File: config.mk
export PLATFORM = sky130hd
export DESIGN_NAME = alu_arbiter
export DESIGN_NICKNAME = d
export VERILOG_FILES = /design/src/rtl/alu_arbiter.sv
export SDC_FILE = /design/constraint.sdc
export NUM_CORES = 1
export LEC_CHECK = 0
export ABC_AREA = 1
export BUFFER_PORTS_ARGS = -buffer_cell sky130_fd_sc_hd__buf_2
export CAP_MARGIN = 20
export CORE_MARGIN = 1
export CORE_UTILIZATION = 46
export DETAILED_ROUTE_END_ITERATION = 10
export PLACE_DENSITY = 0.87
export SLEW_MARGIN = 5
export SYNTH_ARGS = -nofsm -noshare
export SYNTH_HDL_FRONTEND = slang
export SYNTH_SLANG_ARGS = --single-unit
File: constraint.sdc
create_clock -name clk -period 2.9 [get_ports clk]
set_input_delay 0.58 -clock clk [delete_from_list [all_inputs] [get_ports clk]]
set_output_delay 0.58 -clock clk [all_outputs]
set_load 0.02 [all_outputs]
File: src/rtl/alu_arbiter.sv
// Round-robin controller sharing one combinational ALU between two requesters.
// Operands are held on the ALU for a per-opcode number of cycles, then the result is returned.
module alu_arbiter #(
   parameter int unsigned N          = 19,
   parameter int unsigned MUL_CYCLES = 2,
   parameter int unsigned DIV_CYCLES = 4
) (
   input  logic         clk,
   input  logic         reset,
   input  logic         r0_valid,
   output logic         r0_ready,
   input  logic [N-1:0] r0_a,
   input  logic [N-1:0] r0_b,
   input  logic [2:0]   r0_op,
   input  logic         r1_valid,
   output logic         r1_ready,
   input  logic [N-1:0] r1_a,
   input  logic [N-1:0] r1_b,
   input  logic [2:0]   r1_op,
   output logic [N-1:0] alu_a,
   output logic [N-1:0] alu_b,
   output logic [2:0]   alu_ctrl,
   input  logic [N-1:0] alu_result,
   input  logic [2:0]   alu_flags,
   output logic         resp_valid,
   input  logic         resp_ready,
   output logic         resp_id,
   output logic [N-1:0] resp_result,
   output logic [2:0]   resp_flags,
   output logic         resp_err,
   output logic         busy
);

   localparam int unsigned MaxL = (MUL_CYCLES > DIV_CYCLES) ? MUL_CYCLES : DIV_CYCLES;
   localparam int unsigned CW   = (MaxL > 1) ? $clog2(MaxL) : 1;

   localparam logic [2:0] OpMul = 3'b010;
   localparam logic [2:0] OpDiv = 3'b011;
   localparam logic [2:0] OpMod = 3'b100;

   typedef enum logic [1:0] {StIdle, StExec, StResp} state_t;

   state_t          state_q, state_d;
   logic [CW-1:0]   cnt_q, cnt_d;
   logic            last_grant_q;

   logic            gnt_valid;
   logic            gnt_id;
   logic [N-1:0]    sel_a, sel_b;
   logic [2:0]      sel_op;
   logic [CW-1:0]   lat_m1;
   logic            div_zero;
   logic            accept;
   logic            capture;

   // On a tie the requester that did not win last time is granted.
   always_comb begin
      gnt_id = 1'b0;
      if (r0_valid && r1_valid) begin
         gnt_id = ~last_grant_q;
      end else if (r1_valid) begin
         gnt_id = 1'b1;
      end
      gnt_valid = (state_q == StIdle) && (r0_valid || r1_valid);
      r0_ready  = gnt_valid && !gnt_id;
      r1_ready  = gnt_valid && gnt_id;
   end

   assign sel_a    = gnt_id ? r1_a  : r0_a;
   assign sel_b    = gnt_id ? r1_b  : r0_b;
   assign sel_op   = gnt_id ? r1_op : r0_op;
   assign div_zero = ((sel_op == OpDiv) || (sel_op == OpMod)) && (sel_b == '0);

   always_comb begin
      lat_m1 = '0;
      if (sel_op == OpMul) begin
         lat_m1 = CW'(MUL_CYCLES - 1);
      end else if ((sel_op == OpDiv) || (sel_op == OpMod)) begin
         lat_m1 = CW'(DIV_CYCLES - 1);
      end
   end

   always_comb begin
      state_d = state_q;
      cnt_d   = cnt_q;
      accept  = 1'b0;
      capture = 1'b0;
      unique case (state_q)
         StIdle: begin
            if (gnt_valid) begin
               accept = 1'b1;
               if (div_zero) begin
                  state_d = StResp;
               end else begin
                  state_d = StExec;
                  cnt_d   = lat_m1;
               end
            end
         end
         StExec: begin
            if (cnt_q == '0) begin
               capture = 1'b1;
               state_d = StResp;
            end else begin
               cnt_d = cnt_q - CW'(1);
            end
         end
         StResp: begin
            if (resp_ready) begin
               state_d = StIdle;
            end
         end
         default: state_d = StIdle;
      endcase
   end

   always_ff @(posedge clk or posedge reset) begin
      if (reset) begin
         state_q <= StIdle;
         cnt_q   <= '0;
      end else begin
         state_q <= state_d;
         cnt_q   <= cnt_d;
      end
   end

   always_ff @(posedge clk or posedge reset) begin
      if (reset) begin
         alu_a        <= '0;
         alu_b        <= '0;
         alu_ctrl     <= '0;
         last_grant_q <= 1'b1;
         resp_id      <= 1'b0;
         resp_result  <= '0;
         resp_flags   <= '0;
         resp_err     <= 1'b0;
      end else if (accept) begin
         alu_a        <= sel_a;
         alu_b        <= sel_b;
         alu_ctrl     <= sel_op;
         last_grant_q <= gnt_id;
         resp_id      <= gnt_id;
         if (div_zero) begin
            resp_err    <= 1'b1;
            resp_result <= '0;
            resp_flags  <= 3'b100;
         end
      end else if (capture) begin
         resp_result <= alu_result;
         resp_flags  <= alu_flags;
         resp_err    <= 1'b0;
      end
   end

   assign resp_valid = (state_q == StResp);
   assign busy       = (state_q != StIdle);

endmodule

==> impl_metrics.yaml <==
cts:
  holdBufCountCts: 0
  post_cts_resized: 0
  clk_path_buf_depth: 2
  cts_setup_buffers: 0
  insertion_delay_ns: 0.34
  clock-root-buffer: "clkbuf_8"
  cts_buffers: 9
  cts.clk_slew.worst_paths_ns: 0.08
  cts_tree: "yes"
  htreeDepth: 3
  numClockSinks: 70
pwr:
  vdd_drop_max_mv: 0.518
  p_leak_nw: 2.71
  power.density_nw_per_um2: 1080
grt:
  grt_max_degree: 57
  antenna_found_initial: 0
  gr-usage-all-layers: 0.224
  grt_pass1_vias: 3229
  grt_pass1_wl_um: 13800
  overflow: 0
yosys:
  synthAdderAreaFrac: 0.00354
  synth_xor_area_frac: 0
  synth_top_family_by_area: "simple AND/OR/NAND/NOR gates"
  synth-compound-area-share: 0.0439
  synth_top_cell_by_area: "dfrtp_1"
  synth.most_common_cell: "nand2_1"
  yosys-top-cells-area: "dfrtp_1, nand2_1, nand3_1"
  synth_seq_area_share: 0.496
  synth_edf_count: 0
  synthMuxAreaShare: 0
  yosysUniqueCellTypes: 24
  ys.flop_type: "dfrtp_1"
  netlist_instances: 446
  yosys.area_share.simple: 0.384
  syn_area_per_cell_um2: 7.93
  synthesis.nets: 556
  synthTopCellsByCount: "nand2_1, dfrtp_1, nand3_1, inv_1, o21ai_0"
  async_flop_share: 1.00
  netlist_area_um2: 3540
  ys_seq_elements: 70
  yosys_warnings: 0
  synth_top_area_frac: 0.488
sta:
  grt_setup_unrepaired: "false"
  max_clock_freq_mhz: 438
  setup_slack_ns: 0.617
  slew_violations: 0
  finalSetupViolations: 0
  worstMarginPinSlew_ns: 1.02
  fin_crit_sh: 0.787
  relSlewSlack: 0.319
  fin_skew_ns: 0.0107
  final.setup.tns_ns: 0
  finalCriticalPeriod_ns: 2.28
  final_hold_viol_count: 0
setup_path:
  rr_worst_depth: 11
  cp-start-kind: "flop"
  reg2reg_to: "resp_result[17]$_DFFE_PP0P_"
  crit_start: "last_grant_q$_DFFE_PP1P_"
  cp-end-kind: "flop"
  cp_data_arrival_time_ns: 2.51
  crit_fanout: 26
  crit_path_end: "resp_result[17]$_DFFE_PP0P_"
  r2r_start: "last_grant_q$_DFFE_PP1P_"
  crit_required_ns: 3.13
  reg2reg_setup_slack_ns: 0.62
  critical_path_class: "flop to flop"
floorplan:
  fp.dieW_um: 89.7
  design.core.area_um2: 7330
  die_h_um: 89.7
  num_rows: 31
  initial_utilization: 0.482
  io-pin-count: 178
  die_area_um2: 8040
placed_design:
  place_congestion: 0.878
  place_ws_ns: 0.382
  port_buffers: 177
  placed_area_um2: 4480
  hpwlAfterDp_um: 6780
route:
  ant_nets: 0
  vias_per_cell: 4.87
  wl_per_cell_um: 12.5
  dr.pass1.iters: 4
  drt_iter0_markers: 153
  dr_total_vias: 3507
  route.detailed.drc: 0
  drt-total-wl_um: 9030
final_layout:
  postLayoutCoreUtil: 0.643
  drive_gt1_frac: 0.366
  final_area_um2: 4710
  fin_nets: 726
  antenna_cells: 0
  syn2layout_area_growth_pct: 33.3
job:
  drv_cap: 0
outcome:
  status: "complete, no violations"
min_path:
  hold_path.class: "input port to asynchronous set/reset pin"
==> cells in the final DEF (no fill, tap or decap), types with 2 or more instances in the layout <==
cell         n
a31oi_1      5
buf_2      177
buf_4        5
bufinv_16    2
clkbuf_8    11
dfrtp_1     69
inv_1       32
nand2_1    194
nand3_1     41
nand3_2     18
nand3b_1    14
nor2_1      16
nor2_2       2
nor3_1       2
o21ai_0     19
==> final cells by class <==
type,count,area [um2]
Fill cell,621,2620
Sequential cell,70,1750
Multi-Input combinational cell,319,1540
Timing Repair Buffer,183,943
Clock buffer,11,151
Inverter,33,124
Tap cell,99,124
Clock inverter,5,81.3
==> power breakdown <==
group / internal [mW] / total (mW) / switching [mW]
clock network: 0.531 / 0.896 / 0.364
registers: 1.46 / 1.74 / 0.282
logic: 0.828 / 2.44 / 1.61
total: 2.82 / 5.08 / 2.26
==> state kept, by name, summed over array words and instances (netlist names) <==
name and cells:
resp_result 19, cnt_q 2, alu_a 19, resp_flags 3
state_q 2, alu_b 19, alu_ctrl 3, resp_err 1
last_grant_q 1, resp_id 1
==> worst min path at each step <==
stage,cells past startpoint,to,slack [ns],from
finish,2,alu_a[0]$_DFFE_PP0P_,0.32,reset
global route,2,alu_a[0]$_DFFE_PP0P_,0.38,reset
CTS,2,alu_a[0]$_DFFE_PP0P_,0.33,reset
detailed placement,2,resp_id$_DFFE_PP0P_,0.46,resp_id$_DFFE_PP0P_
global placement,2,alu_b[11]$_DFFE_PP0P_,0.46,alu_b[11]$_DFFE_PP0P_
floorplan,2,last_grant_q$_DFFE_PP1P_,0.47,last_grant_q$_DFFE_PP1P_
==> critical path, stage by stage, from the launching register on <==
cell	delay (ns)
dfstp_2	0.56
nand2_4	0.17
nand2_8	0.21
nand2_1	0.09
nand2_1	0.08
nand2_1	0.06
nor2_1	0.11
nand2_1	0.07
nor2_2	0.19
nand3_4	0.36
nand3_1	0.18
nand2_1	0.07
==> metrics by stage <==
step | std cells | hold WS [ns] | total power, mW
2_1_floorplan | 446 | 0.468 | 3.38
6_report | 720 | 0.318 | 5.08
5_1_grt | 720 | 0.377 | 5.46
3_5_place_dp | 704 | 0.461 | 4.21
3_3_place_gp | 704 | 0.460 | 4.11
4_1_cts | 720 | 0.327 | 5.11
==> logic make-up (layout without fill, tap and decap cells) <==
| kind of cell | Yosys count | count (layout) |
|---|---|---|
| adder cells (fa/ha/maj) | 1 | 1 |
| flip-flops | 70 | 70 |
| AO/OA/AOI/OAI | 27 | 27 |
| AND/OR/NAND/NOR | 291 | 291 |
| buffers and inverters | 57 | 232 |
==> layer usage <==
metal  track usage  wire length, um
met4        0.0823              118
met5             0                0
met3        0.0558              657
met1         0.256             3650
met2         0.404             4600
(Power assumes the default switching activity.)
